==> config.mk <==
export PLATFORM = sky130hd
export DESIGN_NAME = gen_clk_en_gen
export DESIGN_NICKNAME = d
export VERILOG_FILES = /design/src/rtl/clk_gen_pkg.sv /design/src/rtl/phase_acc_ch.sv /design/src/rtl/gen_clk_en_gen.sv
export SDC_FILE = /design/constraint.sdc
export NUM_CORES = 1
export LEC_CHECK = 0
export BUFFER_PORTS_ARGS = -buffer_cell sky130_fd_sc_hd__buf_2
export CAP_MARGIN = 15
export CORE_MARGIN = 2
export CORE_UTILIZATION = 25
export CTS_CLUSTER_DIAMETER = 30
export DETAILED_ROUTE_END_ITERATION = 8
export SLEW_MARGIN = 30
export SYNTH_ARGS = -nofsm -noshare
export SYNTH_HDL_FRONTEND = slang
export SYNTH_SLANG_ARGS = --single-unit
==> constraint.sdc <==
create_clock -name local_clk -period 3.6 [get_ports local_clk]
set_input_delay 0.72 -clock local_clk [delete_from_list [all_inputs] [get_ports local_clk]]
set_output_delay 0.72 -clock local_clk [all_outputs]
set_load 0.05 [all_outputs]
==> src/rtl/clk_gen_pkg.sv <==
// Shared definitions for the clock-enable generator slice.
// Holds the default parameter values used by gen_clk_en_gen and
// phase_acc_ch, plus the channel-switch FSM state encoding.
package clk_gen_pkg;

  localparam int unsigned DEF_NUM_CH = 4;
  localparam int unsigned DEF_ACC_W  = 32;
  localparam int unsigned DEF_TMO    = 1024;
  localparam int unsigned DEF_CNT_W  = 16;

  typedef enum logic [1:0] {
    SW_IDLE  = 2'd0,
    SW_DRAIN = 2'd1,
    SW_ARM   = 2'd2
  } sw_state_e;

endpackage

==> src/rtl/phase_acc_ch.sv <==
// One phase-accumulator clock-enable channel.
// Ports:
//   clk_i   - clock, rising edge
//   rst_ni  - asynchronous active-low reset
//   en_i    - run enable; while low, acc/tick/lvl are held at 0
//   inc_i   - phase increment added every enabled cycle
//   tick_o  - registered carry-out of the accumulator (one-cycle pulse)
//   lvl_o   - toggles in the cycle after each tick (half-rate square wave)
module phase_acc_ch
  import clk_gen_pkg::*;
#(
  parameter int unsigned ACC_W = DEF_ACC_W
) (
  input  logic             clk_i,
  input  logic             rst_ni,
  input  logic             en_i,
  input  logic [ACC_W-1:0] inc_i,
  output logic             tick_o,
  output logic             lvl_o
);

  logic [ACC_W-1:0] acc_q, acc_d;
  logic             tick_q, tick_d;
  logic             lvl_q, lvl_d;
  logic [ACC_W:0]   sum;

  always_comb begin
    sum    = {1'b0, acc_q} + {1'b0, inc_i};
    acc_d  = '0;
    tick_d = 1'b0;
    lvl_d  = 1'b0;
    if (en_i) begin
      acc_d  = sum[ACC_W-1:0];
      tick_d = sum[ACC_W];
      lvl_d  = lvl_q ^ tick_q;
    end
  end

  always_ff @(posedge clk_i or negedge rst_ni) begin
    if (!rst_ni) begin
      acc_q  <= '0;
      tick_q <= 1'b0;
      lvl_q  <= 1'b0;
    end else begin
      acc_q  <= acc_d;
      tick_q <= tick_d;
      lvl_q  <= lvl_d;
    end
  end

  assign tick_o = tick_q;
  assign lvl_o  = lvl_q;

endmodule

==> src/rtl/gen_clk_en_gen.sv <==
// Multi-channel phase-accumulator clock-enable generator with a glitch-free
// output-channel switch.
// Ports:
//   local_clk           - sole clock, rising edge
//   rst                 - asynchronous active-low reset
//   cfg_wr/cfg_ch/cfg_inc - write a channel's phase increment
//   ch_en               - per-channel run enable
//   sel_valid/sel_ready - channel-switch request handshake (ready only in IDLE)
//   sel_req             - requested output channel
//   tick/lvl            - per-channel enable pulse / toggle level
//   sel_tick            - tick of the selected channel, gated during a switch
//   sel_ch              - currently selected channel
//   sel_err             - one-cycle pulse when a switch times out
//   tick_cnt            - sel_tick count since the last completed switch
module gen_clk_en_gen
  import clk_gen_pkg::*;
#(
  parameter int unsigned NUM_CH = DEF_NUM_CH,
  parameter int unsigned ACC_W  = DEF_ACC_W,
  parameter int unsigned TMO    = DEF_TMO,
  parameter int unsigned CNT_W  = DEF_CNT_W
) (
  input  logic                      local_clk,
  input  logic                      rst,
  input  logic                      cfg_wr,
  input  logic [$clog2(NUM_CH)-1:0] cfg_ch,
  input  logic [ACC_W-1:0]          cfg_inc,
  input  logic [NUM_CH-1:0]         ch_en,
  input  logic                      sel_valid,
  output logic                      sel_ready,
  input  logic [$clog2(NUM_CH)-1:0] sel_req,
  output logic [NUM_CH-1:0]         tick,
  output logic [NUM_CH-1:0]         lvl,
  output logic                      sel_tick,
  output logic [$clog2(NUM_CH)-1:0] sel_ch,
  output logic                      sel_err,
  output logic [CNT_W-1:0]          tick_cnt
);

  localparam int unsigned SEL_W = $clog2(NUM_CH);
  localparam int unsigned TMO_W = $clog2(TMO + 1);

  logic [ACC_W-1:0] inc_q [NUM_CH];

  always_ff @(posedge local_clk or negedge rst) begin
    if (!rst) begin
      for (int unsigned i = 0; i < NUM_CH; i++) inc_q[i] <= '0;
    end else if (cfg_wr && (32'(cfg_ch) < NUM_CH)) begin
      inc_q[cfg_ch] <= cfg_inc;
    end
  end

  for (genvar g = 0; g < NUM_CH; g++) begin : g_ch
    phase_acc_ch #(
      .ACC_W(ACC_W)
    ) u_ch (
      .clk_i (local_clk),
      .rst_ni(rst),
      .en_i  (ch_en[g]),
      .inc_i (inc_q[g]),
      .tick_o(tick[g]),
      .lvl_o (lvl[g])
    );
  end

  sw_state_e        state_q, state_d;
  logic [SEL_W-1:0] sel_ch_q, sel_ch_d;
  logic [SEL_W-1:0] target_q, target_d;
  logic [TMO_W-1:0] tmo_q, tmo_d;
  logic [CNT_W-1:0] cnt_q, cnt_d;
  logic             sel_err_q, sel_err_d;
  logic             timeout;

  // tmo_q counts cycles spent in DRAIN+ARM; it is cleared on accept so the
  // TMO-th cycle of a switch is the one that aborts it.
  always_comb begin
    state_d   = state_q;
    sel_ch_d  = sel_ch_q;
    target_d  = target_q;
    tmo_d     = tmo_q;
    cnt_d     = cnt_q;
    sel_err_d = 1'b0;
    sel_tick  = 1'b0;
    timeout   = (tmo_q == TMO_W'(TMO - 1));
    unique case (state_q)
      SW_IDLE: begin
        sel_tick = tick[sel_ch_q];
        if (sel_tick) cnt_d = cnt_q + CNT_W'(1);
        if (sel_valid && (32'(sel_req) < NUM_CH) && (sel_req != sel_ch_q)) begin
          target_d = sel_req;
          tmo_d    = '0;
          state_d  = SW_DRAIN;
        end
      end
      SW_DRAIN: begin
        tmo_d = tmo_q + TMO_W'(1);
        if (timeout) begin
          sel_err_d = 1'b1;
          state_d   = SW_IDLE;
        end else if (tick[sel_ch_q] || !ch_en[sel_ch_q]) begin
          state_d = SW_ARM;
        end
      end
      SW_ARM: begin
        tmo_d = tmo_q + TMO_W'(1);
        if (timeout) begin
          sel_err_d = 1'b1;
          state_d   = SW_IDLE;
        end else if (tick[target_q]) begin
          // The target's first tick only aligns the switch; it is swallowed.
          sel_ch_d = target_q;
          cnt_d    = '0;
          state_d  = SW_IDLE;
        end
      end
      default: state_d = SW_IDLE;
    endcase
  end

  always_ff @(posedge local_clk or negedge rst) begin
    if (!rst) begin
      state_q   <= SW_IDLE;
      sel_ch_q  <= '0;
      target_q  <= '0;
      tmo_q     <= '0;
      cnt_q     <= '0;
      sel_err_q <= 1'b0;
    end else begin
      state_q   <= state_d;
      sel_ch_q  <= sel_ch_d;
      target_q  <= target_d;
      tmo_q     <= tmo_d;
      cnt_q     <= cnt_d;
      sel_err_q <= sel_err_d;
    end
  end

  assign sel_ready = (state_q == SW_IDLE);
  assign sel_ch    = sel_ch_q;
  assign sel_err   = sel_err_q;
  assign tick_cnt  = cnt_q;

endmodule

# Word level (Yosys, flattened, before mapping)
# Index checks and enable logic that the tools add are counted.
dict set report totals {
  regBits 298
  input_bits 44
  output_inout_bits 29
  elab_cells 97
}
dict set report op_classes {
  eq_ne 10
  add_sub_neg 6
  n_reduce_logical 13
  n_lt_le_gt_ge 4
  n_mux 36
  bitwise 6
}
# operator n
set op_table {}
lappend op_table {{two-way mux 32 bit} 5}
lappend op_table {{adder 32 x 32 -> 33 bit} 4}
lappend op_table {{bitwise mux 128 bit} 1}
lappend op_table {{demux 32 bit (select 2 bit)} 1}
lappend op_table {{two-way mux 16 bit} 3}
lappend op_table {{case mux 16 bit (2 select lines)} 1}
lappend op_table {{case mux 11 bit (2 select lines)} 1}
lappend op_table {{adder 16 x 1 -> 16 bit (second input constant)} 1}
lappend op_table {{two-way mux 1 bit} 14}
lappend op_table {{adder 11 x 1 -> 11 bit (second input constant)} 1}
lappend op_table {{equality test 11 x 10 -> 1 bit (second input constant)} 1}
lappend op_table {{two-way mux 11 bit} 1}
lappend op_table {{two-way mux 2 bit} 5}
lappend op_table {{binary-select mux 1 bit (select 2 bit)} 3}
lappend op_table {{< comparator 2 x 3 -> 1 bit (second input constant)} 2}
lappend op_table {{!= test 3 bit (second input constant)} 2}
lappend op_table {{case mux 2 bit (3 select lines)} 1}
lappend op_table {{AND reduction 3 bit} 2}
lappend op_table {{!= test 2 x 1 -> 1 bit (second input constant)} 2}
lappend op_table {{!= test 2 bit (second input constant)} 2}
lappend op_table {{AND reduction 2 bit} 2}
lappend op_table {{AND reduction 4 bit} 1}
lappend op_table {{nonzero test 2 bit} 2}
lappend op_table {{XOR 1 bit} 4}
lappend op_table {{12 further kinds} 13}

# Longest topological paths before layout
# Gate-level depths: netlist of run 1.
dict set report depth {
  ltp_word 7
  depth_mapped 11
  ltp_nobuf 11
}

# By module
# Synthesis of run 1 repeated with hierarchy kept, for this count alone.
dict set report hier_totals {
  cells_unflattened 1818
  area_unflattened_um2 18311.3
}
# module cells_per_inst instances area_each_um2 seq_area_each_um2
set by_module_without_submodules {}
lappend by_module_without_submodules {gen_clk_en_gen 490 1 6745.2 4053.9}
lappend by_module_without_submodules {{phase_acc_ch (g_ch[2].u_ch ...)} 334 2 2942.8 850.8}
lappend by_module_without_submodules {{phase_acc_ch (g_ch[0].u_ch ...)} 330 2 2840.2 850.8}

# Least setup slack after synthesis of run 1
# Ideal clock, no wire load.
dict set report synth_timing {
  path_kind {reg-to-reg}
  startpoint {register state_q[1]}
  endpoint {register cnt_q[6], in the netlist tick_cnt[6]}
  stages_incl_launch_ff 12
  arrival_ps 2386
  required_ps 3468
  slack_ps 1082
  cell_sequence {dfrtp_1 > inv_1 > ha_1 > clkbuf_1 > inv_1 > nor2_1 > o221a_2 > and2_1 > clkbuf_1 > nand4_1 > xor2_1 > nor2_1}
}
dict set report synth_via {
  elab_chain_cells 3
}
# element line
set synth_rtl {}
lappend synth_rtl {{start: declaration} gen_clk_en_gen.sv:66} ;# sw_state_e state_q, state_d;
lappend synth_rtl {{start signal: assignment} gen_clk_en_gen.sv:129} ;# state_q <= state_d;
lappend synth_rtl {{zero test 2 bit *} -}
lappend synth_rtl {{named net sel_ready} gen_clk_en_gen.sv:30} ;# output logic sel_ready,
lappend synth_rtl {{!= test 2 x 1 -> 1 bit (no line) or nonzero test 2 bit (tied branches)} -}
lappend synth_rtl {{AND reduction 4 bit (no line)} -}
lappend synth_rtl {{end signal: assignment} gen_clk_en_gen.sv:133} ;# cnt_q <= cnt_d;
lappend synth_rtl {{end: declaration} gen_clk_en_gen.sv:70} ;# logic [CNT_W-1:0] cnt_q, cnt_d;
# The timed path passes the listed nets; every way through them passes the cells marked *.
# A chain may end at the register's enable or synchronous reset.

# Worst setup path after layout of run 1
dict set report layout_timing {
  startpoint {register inc_q[96] (netlist bit)}
  endpoint {register g_ch[0].u_ch.acc_q[18]}
}
dict set report layout_via {
  elab_chain_cells 2
}
# element line
set layout_rtl {}
lappend layout_rtl {{start: declaration} gen_clk_en_gen.sv:43} ;# logic [ACC_W-1:0] inc_q [NUM_CH];
lappend layout_rtl {{start signal: indexed assignment} gen_clk_en_gen.sv:49} ;# inc_q[cfg_ch] <= cfg_inc;
lappend layout_rtl {{adder 32 x 32 -> 33 bit} phase_acc_ch.sv:28} ;# sum = {1'b0, acc_q} + {1'b0, inc_i};
lappend layout_rtl {{two-way mux 32 bit} phase_acc_ch.sv:32} ;# if (en_i) begin
lappend layout_rtl {{named net g_ch[0].u_ch.acc_d[18]} phase_acc_ch.sv:22} ;# logic [ACC_W-1:0] acc_q, acc_d;
lappend layout_rtl {{end signal: assignment} phase_acc_ch.sv:41} ;# acc_q <= '0;
lappend layout_rtl {{end signal: assignment} phase_acc_ch.sv:45} ;# acc_q <= acc_d;
lappend layout_rtl {{end: declaration} phase_acc_ch.sv:22}
# The timed path passes the listed nets, and every way through them passes these cells.

==> impl_results.md, run 1 <==
- CTS Buf Count: slightly below 80
- Vias in the first global route: around 14k
- Unrepaired setup endpoints after global routing: false
- Critical Path Slowest Stage Cell: o31ai_1
- Via count: 13.5k
- Final Hold Fails: 0
- CTS H-Tree Depth: 3
- Maximum root-to-sink buffer count: 3
- FMAX: around 0.33 GHz
- Mapped cell area: approximately 18,000 sq um
- Area grow syn2layout: 23.9%
- # IOs: 73
- Final Core Density: 0.312
- Pleak: 10.1 nW
- Most common cell after layout, fill and taps aside: dfrtp_1
- Dpl hpwl: ~33 mm
- Post-CTS sizing: 0
- Syn nets: about 1.9k
- Post-route cell area: 21,800 sq um
- CTS Hold Buffers Added: 0
- Power density cells: around 900 nW/um^2
- CP Capture Type: flop
- # nets final: between 1.5k and 2k
- Most frequent cells in the layout: dfrtp_1, ha_1, mux2_2
- Global-route usage over all layers: 0.127
- Footprint of the multi-input gates: between 9000 and 10,000 sq um
- Largest net degree at the start of global routing: 71
- Initial antenna violation count: 7
- Count of final setup violators: 0
- Clock-pin slew on the worst setup and hold paths: about 0.040 ns
- Async SR Flop Fraction: 1.00
- Synth area leader: dfrtp_1
- Crit-path cells: ha_1 -> inv_1 -> fa_1 -> nor2b_1 -> o2111a_1 -> nor2_2 -> o31ai_1 -> a41o_1 -> a31oi_1 -> xnor2_1 -> and2_1
- Yosys reg bits: 298
- Worst setup margin: just under 0.6 ns
- Hold Crit Class: input pin to async pin
- Final clock skew: ~0.024 ns
- First-pass GRT wire length: approximately 74 mm
- Routed Antenna Nets: 0
- Latest clock arrival within the worst-skew pair: approximately 0.60 ns
- Cells after Synth: 1,714
- Die area: 72,500 sq um
- Iter 0 DRT Violations: about 940
- Minimum clock period: around 3.0 ns
- Avg Inst Size Synth: about 10 sq um
- Setup TNS Final: 0 ns
- DR vias/cell: 4.80
- Number of max-cap violations: 0
- CORE AREA: roughly 70,000 sq um
- CP Max Fanout: 4
- Port buffer count: roughly 70
- CTS root buf: clkbuf_16
- Synth Flop Type: dfrtp_1
- Critical Path RT: between 4 and 5 ns
- Pre-CTS WS: around 0.60 ns
- Routability cong.: just under 0.9
- DR WL/cell: ~16 um
- Number of synthesized flops with an enable pin: 0
- Number of core rows: 97
- Critical path arrival: 3.50 ns
- DRC: 0
- Max-slew violations: 0
- Die width: roughly 270 um
- GRT overflow: 0
- Crit start category: flop
- Top cell type's share of synthesized area: 0.424
- Share of layout cells above drive strength 1: 0.204
- Chip height: ~270 um
- Sequential Area: around 7500 sq um
- Total Wirelength: about 46 mm
- Area post-placement: 18,900 sq um
- Layout fillers: around 7k
- Tightest Pin Transition: ~0.87 ns
- CTS tree: built
- Library cells used by synthesis: between 80 and 90
- Register area share after synthesis: 0.424
- Tcrit/Tclk final: 0.838
- Initial Util: 0.252
- Peak supply drop: about 410 uV
- Post-CTS Setup Bufs: 0
- CP max stage delay: between 0.6 and 0.7 ns
- Status: finished, final reports clean
- Worst slew margin: 0.417
- First drt pass iteration count: 6
- TritonCTS Sinks: between 200 and 300
- Setup CP Type: flop to flop
- Ranking of synthesized cells by area: dfrtp_1, ha_1, mux2_2
- Yosys warnings: 0
[path summary, 6_finish.rpt]
path / startpoint / to / slack [ns] / cells after the start
worst max-delay path: inc_q[96] / g_ch[0].u_ch.acc_q[18] / 0.58 / 11
worst min-delay path: rst / tick_cnt[6] / 0.11 / 1
worst max register to register: inc_q[96] / g_ch[0].u_ch.acc_q[18] / 0.58 / 11
worst min register to register: inc_q[2] / inc_q[2] / 0.51 / 1
max in group asynchronous: rst / g_ch[3].u_ch.acc_q[15] / 2.66 / 2
min in group local_clk: sel_req[0] / target_q[0] / 0.41 / 2
[where the power goes]
part           switching, W  internal, W  leakage [nW]  total, W
Clock               0.00218      0.00521          1.37   0.00739
Combinational       0.00447      0.00336          5.04   0.00783
Sequential         0.000503      0.00431          3.73   0.00482
[final cells by class]
type	count	area share
antenna	1	0.000115
clock buffer	99	0.100
clock inverter	46	0.0299
inverter	43	0.00741
multi-input combinational	1301	0.443
sequential	298	0.343
tap	940	0.0540
timing repair buffer	82	0.0224
[flip-flops by register name, summed over array words and instances, names as in the netlist]
name              count
g_ch.u_ch.acc_q     128
inc_q               128
tick_cnt             16
tmo_q                11
g_ch.u_ch.lvl_o       4
g_ch.u_ch.tick_o      4
sel_ch                2
state_q               2
target_q              2
sel_err               1
[kinds of logic after synthesis]
group | Yosys count | synth area share
compound gates | 419 | 0.156
xor+xnor | 116 | 0.0578
fa+ha+maj | 137 | 0.0992
buf+inv | 115 | 0.0272
flops | 298 | 0.424
mux | 142 | 0.0923
simple gates | 487 | 0.143
[synthesized netlist by cell type, types with 4 or more instances]
master	count
dfrtp_1	298
ha_1	133
mux2_2	131
a21oi_1	121
nor2_1	115
nand2_1	92
and2_1	80
a21o_1	63
xnor2_1	61
clkbuf_1	56
xor2_1	55
o21ai_0	54
inv_1	41
nand3_1	36
nor3_1	35
o21ai_1	34
nand4_1	25
a31oi_1	24
and3_1	20
nand2b_1	20
nor2b_1	20
o21bai_1	16
a211oi_1	15
o211ai_1	13
o21a_1	11
buf_4	8
mux2i_1	8
nor3b_1	8
or3_1	8
and3b_1	7
a211oi_2	5
buf_1	5
o31ai_1	5
a211o_1	4
a21boi_1	4
fa_1	4
[stage by stage]
step / hold WS [ns] / cells / total power (W)
6_report: 0.112 / 2810 / 0.0200
5_1_grt: 0.140 / 2809 / 0.0214
4_1_cts: 0.112 / 2809 / 0.0201
3_5_place_dp: 0.500 / 2664 / 0.0126
3_3_place_gp: 0.493 / 2663 / 0.0124
2_1_floorplan: 0.424 / 1714 / 0.0110
[routing by layer]
layer  vias up  part of all wire  GRT usage
met5         -                 0          0
met4         0             0.034     0.0535
met3       112             0.051     0.0279
met2       350              0.46      0.204
met1      6638              0.45      0.163
li1       6388                 -          -
[critical path, delay by kind of cell, from the launching register on]
family,cells,cell delay (ns)
and+or+nand+nor,3,0.43
adders and majority gates,2,0.57
buffers and inverters,1,0.08
DFF,1,0.34
AOI/OAI and AO/OA,4,1.35
xor gates and xnor gates,1,0.14
(Power assumes the default switching activity.)
==> run 2, diff against run 1 <==
ABC_AREA = 1   (was default)
clock period = 2.8 ns   (was 3.6 ns; I/O delays follow)
==> run 2 against run 1 <==
  * Core utilization shrank 0.51 points
  * Clock skew up 0.0080 ns
  * Die area is 16% higher
  * First-iteration DRC count up 37%
  * Cell count rose by 55%
  * Combinational power increased by 24%
  * Setup slack worse by 0.34 ns
  * Non-clock buffer count up 11
  * Synthesized area rose by 17%
  * Worst hold slack better by 0.14 ns
  * Cell area grew 14%
  * Routed wire length up 35%
  * Critical endpoint is now sel_tick
==> impl_results.md, run 2 <==
- Status: finished, final reports clean
- Critical Path RT: 2.24 ns (-1.85 ns)
- Crit-path most repeated cell: inv_1
- Number of synthesized flops with an enable pin: 0 (unchanged)
- Minimum clock period: 2.55 ns
- Crit-path cells: inv_1 -> ha_1 -> nand3_2 -> inv_1 -> buf_2
- Area grow syn2layout: 21.0%
- DRC: 0 (unchanged)
- Port buffer count: 72 (unchanged)
- Pleak: 13.8 nW (+36%)
- FMAX: 0.391 GHz
- Routability cong.: 0.916 (+5.5%)
- Final clock skew: 0.0319 ns (+0.00799 ns)
- Cells after Synth: 3,116 (+82%)
- Number of max-cap violations: 0 (unchanged)
- Tightest Pin Transition: 0.724 ns (-0.150 ns)
- DR WL/cell: 14.2 um (-13%)
- Max-slew violations: 0 (unchanged)
- Power density cells: 999 nW/um^2 (+8.6%)
- Routed Antenna Nets: 0 (unchanged)
- Ranking of synthesized cells by area: dfrtp_1, nand2_1, inv_1
- Most common cell after layout, fill and taps aside: nand2_1
- CP Capture Type: primary output
- Post-CTS sizing: 0 (unchanged)
- Register area share after synthesis: 0.364 (-0.0603)
- Number of core rows: 104 (+7.2%)
- DR vias/cell: 4.40 (-8.3%)
- Final Hold Fails: 0 (unchanged)
- Die area: 84,300 sq um (+16%)
- Iter 0 DRT Violations: 1,288 (+37%)
- Library cells used by synthesis: 34 (-59%)
- CTS tree: built
- Yosys warnings: 0 (unchanged)
- Tcrit/Tclk final: 0.912
- First drt pass iteration count: 5 (-1)
- Vias in the first global route: 17.9k (+30%)
- Count of final setup violators: 0 (unchanged)
- Peak supply drop: 497 uV (+20%)
- Worst path bufs/invs: 3 (+2)
- Layout fillers: 8,825 (+26%)
- Share of layout cells above drive strength 1: 0.0795 (-0.124)
- N_diodes: 0 (-1)
- Setup TNS Final: 0 ns (unchanged)
- Syn nets: 3,297 (+74%)
- Total Wirelength: 61.8 mm (+35%)
- CTS Buf Count: 74 (-5.1%)
- Yosys reg bits: 298 (unchanged)
- Unrepaired setup endpoints after global routing: false
- Crit start category: flop
- Post-synth top cells: nand2_1, inv_1, dfrtp_1, nor2_1, o21ai_0
- Synth Flop Type: dfrtp_1
- GRT overflow: 0 (unchanged)
- Largest delay share family, worst path: buffers and inverters
- CP Max Fanout: 8 (+4)
- Final Core Density: 0.307 (-0.00510)
- # nets final: 3,417 (+72%)
- Die width: 290 um (+7.8%)
- Top cell type's share of synthesized area: 0.364 (-0.0603)
- Hold Crit Class: input pin to flop
- Critical Path Slowest Stage Cell: ha_1
- Setup CP Type: flop to primary output
- Dpl hpwl: 46.9 mm (+44%)
- Initial antenna violation count: 13 (+6)
- CORE AREA: 80,800 sq um (+16%)
- Most frequent cells in the layout: nand2_1, inv_1, dfrtp_1
- Critical path arrival: 1.99 ns (-1.51 ns)
- CTS H-Tree Depth: 3 (unchanged)
- Via count: 19.2k (+42%)
- Largest net degree at the start of global routing: 76 (+7.0%)
- Worst r2r src: inc_q[64]
- Latest clock arrival within the worst-skew pair: 0.61 ns (about the same)
- Avg Inst Size Synth: 6.58 sq um (-36%)
- Mapped cell area: 20,500 sq um (+17%)
- First-pass GRT wire length: 97.3 mm (+31%)
- Clock-pin slew on the worst setup and hold paths: 0.04 ns (about the same)
- Worst slew margin: 0.517 (+0.100)
- CP Launch Point: state_q[0]
- CTS root buf: clkbuf_16
- # IOs: 73 (unchanged)
- Initial Util: 0.254 (+0.00169)
- TritonCTS Sinks: 298 (unchanged)
- Most frequent cell after synthesis: nand2_1
- Chip height: 290 um (+7.8%)
- Async SR Flop Fraction: 1.00 (unchanged)
- Maximum root-to-sink buffer count: 3 (unchanged)
- Global-route usage over all layers: 0.146 (+0.0197)
- CP max stage delay: 0.41 ns (-0.24 ns)
- Synth area leader: dfrtp_1
- Start point of the worst hold path: sel_req[1]
-- run 2: changes by cell type after synthesis, moves of 40 or more --
cell and change:
and2_1 -68, o21ai_0 +147, nand3_1 +120, inv_1 +509, nor2_1 +167, xor2_1 -40, a21oi_1 +53, nand2_1 +1017
a21o_1 -61, xnor2_1 -48, mux2_2 -131
-- run 2: worst paths after layout --
| kind | to | slack, ns | cells after the start |
|---|---|---|---|
| setup reg to reg | g_ch[1].u_ch.tick_o | 0.66 | 12 |
| hold reg to reg | inc_q[88] | 0.48 | 2 |
| min in group asynchronous | g_ch[0].u_ch.acc_q[12] | 0.55 | 2 |
| setup / recovery | sel_tick | 0.25 | 5 |
| hold / removal | target_q[1] | 0.25 | 3 |
| max in group asynchronous | g_ch[3].u_ch.acc_q[10] | 1.41 | 3 |
-- run 2: kinds of logic after synthesis --
logic type | Yosys count | share of synthesized area
compound gates | 407 | 0.103
xor+xnor | 28 | 0.0120
fa+ha+maj | 137 | 0.0851
buf+inv | 606 | 0.114
flops | 298 | 0.364
simple gates | 1640 | 0.322
-- run 2: worst reg2reg max path, stage by stage, from the launching register on --
cell and delay, ns:
dfrtp_1 0.34, ha_1 0.19, inv_1 0.06, fa_1 0.39, inv_1 0.11, nand3_1 0.07
nand3_1 0.15, nand2_1 0.07, nand2_1 0.16, nand2_1 0.08, nand2_1 0.15, nand2_1 0.09
a21oi_1 0.18
-- run 2: cell type report --
type | count | area [sq um] | share of cell area
Sequential cell | 298 | 7460 | 0.301
Multi-Input combinational cell | 2212 | 10700 | 0.432
Inverter | 557 | 2090 | 0.0844
Clock inverter | 47 | 583 | 0.0235
Timing Repair Buffer | 93 | 593 | 0.0239
Tap cell | 1060 | 1330 | 0.0535
Clock buffer | 88 | 2030 | 0.0817
-- run 2: power by group --
group          leakage (nW)  internal (W)  switching, W
Sequential             3.83       0.00548      0.000639
Clock                  1.26       0.00603       0.00290
Combinational          8.69       0.00310       0.00664
-- run 2: stage by stage --
step | area, sq um | setup WS, ns | power (W) | std cells | hold slack [ns]
final | 24800 | 0.245 | 0.0248 | 4355 | 0.249
after global placement | 22200 | 0.729 | 0.0157 | 4219 | 0.467
after floorplan | 20500 | 0.599 | 0.0133 | 3116 | 0.264
after detailed placement | 22200 | 0.710 | 0.0158 | 4219 | 0.470
after CTS | 24800 | 0.213 | 0.0250 | 4355 | 0.220
after global routing | 24800 | 0.103 | 0.0268 | 4355 | 0.245
-- run 2: timing repair --
item,4_1_cts,5_1_grt
setup endpoints to repair,0,0
hold buffers,1,0
buffers inserted,0,0
endpoints found under the hold margin,36,0
-- run 2: per-layer routing --
layer  track usage  part of all wire  wire length [um]  vias up
met5             0           0.00015                 9        -
met4        0.0489             0.028              1740        2
met3        0.0331             0.066              4080      112
met2         0.230              0.44             27200      470
met1         0.198              0.47             28800     8614
li1              -                 -                 -     9966
==> run 3, diff against run 2 <==
REMOVE_ABC_BUFFERS = 1   (was default)
==> run 3 against run 2 <==
  * Via count down 0.49%
  * Cell area is 2.3% lower
  * Sequential share of layout area grew 0.70 points
  * Clock skew down 0.014 ns
  * Sequential power barely moved
  * Combinational power about the same
  * Clock power is 21% lower
  * Flip-flop and latch count is the same
  * Total power is 7.6% lower
  * Non-clock buffer count grew 4
==> impl_results.md, run 3 (synthesis results as in run 2) <==
- Status: finished, final reports clean
- Crit-path most repeated cell: inv_1
- First-pass GRT wire length: 97.6 mm (+0.23%)
- Maximum root-to-sink buffer count: 3 (unchanged)
- Final Core Density: 0.300 (-0.00697)
- Global-route usage over all layers: 0.145 (-0.00162)
- Max-slew violations: 0 (unchanged)
- # IOs: 73 (unchanged)
- GRT overflow: 0 (unchanged)
- P_int: 0.0130 W (-11%)
- Logic gate share of total power: 0.424 (+0.031)
- Vias in the first global route: 18.1k (+1.1%)
- Worst hold stages: 3 (unchanged)
- Setup TNS Final: 0 ns (unchanged)
- Tightest Pin Transition: 0.720 ns (-0.00396 ns)
- CORE AREA: 80,800 sq um (unchanged)
- Peak supply drop: 503 uV (+1.1%)
- DR WL/cell: 14.1 um (-0.87%)
- Count of final setup violators: 0 (unchanged)
- Sw power: 0.00992 W (-2.5%)
- CP Capture Type: primary output
- CP Max Fanout: 8 (unchanged)
- Sw frac: 0.434 (+0.0229)
- Chip height: 290 um (unchanged)
- CTS H-Tree Depth: 2 (-1)
- Crit start category: flop
- Hold Crit Class: input pin to flop
- Unrepaired setup endpoints after global routing: false
- First drt pass iteration count: 5 (unchanged)
- Die area: 84,300 sq um (unchanged)
- Most common cell after layout, fill and taps aside: nand2_1
- Area post-placement: 22,200 sq um (about the same)
- Setup CP Type: flop to primary output
- CTS root buf: clkbuf_16
- DRC: 0 (unchanged)
- CP max stage delay: 0.42 ns (about the same)
- Initial antenna violation count: 4 (-9)
- Post-CTS Setup Bufs: 0 (unchanged)
- Latest clock arrival within the worst-skew pair: 0.61 ns (about the same)
- Routed Antenna Nets: 0 (unchanged)
- Placed cells: 4,223 (+0.095%)
- CTS Buf Count: 59 (-20%)
- Largest net degree at the start of global routing: 66 (-13%)
- TritonCTS Sinks: 298 (unchanged)
- # nets final: 3,406 (-0.32%)
- FMAX: 0.381 GHz (-2.7%)
- Tcrit/Tclk final: 0.938 (+0.0252)
- Final Non-Filler Cells: 4,346 (-0.21%)
- Total Wirelength: 61.2 mm (-1.1%)
- Dpl hpwl: 47.2 mm (+0.53%)
- Sequential cell fraction of total power: 0.268 (+0.021)
- Minimum clock period: 2.63 ns (+0.0706 ns)
- R2R cell count: 12 (unchanged)
- Critical Path RT: 2.24 ns (about the same)
- Slack of the worst reg-to-reg path: 0.71 ns (+0.05 ns)
- Most frequent cells in the layout: nand2_1, inv_1, dfrtp_1
- Port buffer count: 72 (unchanged)
- Number of core rows: 104 (unchanged)
- Post-route cell area: 24,200 sq um (-2.3%)
- Initial Util: 0.254 (unchanged)
- Worst slew margin: 0.519 (+0.00211)
- Die width: 290 um (unchanged)
- Routability cong.: 0.910 (-0.63%)
- Area grow syn2layout: 18.3%
- Critical Path Slowest Stage Cell: ha_1
- Final Hold Fails: 0 (unchanged)
- Clock-pin slew on the worst setup and hold paths: 0.05 ns (about the same)
- Iter 0 DRT Violations: 1,257 (-2.4%)
- Final clock skew: 0.0180 ns (-0.0139 ns)
- Via count: 19.1k (-0.49%)
- Post-CTS sizing: 0 (unchanged)
- Share of layout cells above drive strength 1: 0.0736 (-0.00593)
- Clock power frac: 0.308 (-0.052)
- CTS tree: built
- Crit-path cells: inv_1 -> ha_1 -> nand3_2 -> inv_1 -> buf_2
- Number of max-cap violations: 0 (unchanged)
- Pleak: 13.5 nW (-2.2%)
- Critical path arrival: 2.07 ns (+0.08 ns)
- Power density cells: 944 nW/um^2 (-5.5%)
- DR vias/cell: 4.39 (-0.28%)
## run 3: cell count changes in the layout (fill, tap and decap cells not counted), sizes merged
| cell | before | now |
|---|---|---|
| diode | 0 | 11 |
| bufinv | 9 | 3 |
| inv | 567 | 571 |
| clkbuf | 88 | 69 |
| buf | 92 | 96 |
| clkinvlp | 9 | 10 |
| clkinv | 19 | 15 |
## run 3: stage by stage
step,hold slack (ns),total power [W],setup slack (ns)
3_3_place_gp,0.457,0.0157,0.784
4_1_cts,0.172,0.0230,0.143
3_5_place_dp,0.466,0.0158,0.744
5_1_grt,0.198,0.0249,0.0794
6_report,0.202,0.0229,0.175
2_1_floorplan,0.264,0.0132,0.599
## run 3: worst paths after layout
path,from,to
worst max register to register,inc_q[96],g_ch[0].u_ch.tick_o
worst min register to register,tmo_q[10],tmo_q[10]
max in group asynchronous,rst,g_ch[2].u_ch.acc_q[23]
worst max-delay path,state_q[0],sel_tick
worst min-delay path,sel_req[0],target_q[0]
min in group asynchronous,rst,g_ch[0].u_ch.acc_q[17]
## run 3: power by group through the flow
stage	sequential, W	combinational, W	clock, W
6_report	0.00612	0.00971	0.00705
2_1_floorplan	0.00613	0.00708	0
5_1_grt	0.00624	0.0112	0.00743
3_3_place_gp	0.00616	0.00954	0
4_1_cts	0.00613	0.00970	0.00720
3_5_place_dp	0.00619	0.00963	0
## run 3: timing repair
action                                  4_1_cts  5_1_grt
endpoints found under the setup margin        0        0
hold buffers                                  1        0
hold endpoints to repair                     56        0
## run 3: layout make-up
class	instances	area, sq um
multi-input combinational	2212	10700
fill	8816	56600
antenna	11	27.5
tap	1060	1330
sequential	298	7460
inverter	557	2090
clock buffer	69	1570
clock inverter	42	439
timing repair buffer	97	598
## run 3: metal layers
layer | up-vias | share of wire | GRT usage
li1 | 9951 | - | -
met1 | 8557 | 0.47 | 0.201
met2 | 463 | 0.43 | 0.222
met3 | 98 | 0.072 | 0.0320
met4 | 2 | 0.026 | 0.0450
met5 | - | 0.0015 | 0.00794
## run 3: critical path: cells and delay by family, from the launching register on
kind,cells,cell delay [ns]
adder cells (fa/ha/maj),1,0.42
flip-flops,1,0.38
buffers and inverters,3,0.48
AND/OR/NAND/NOR,1,0.19
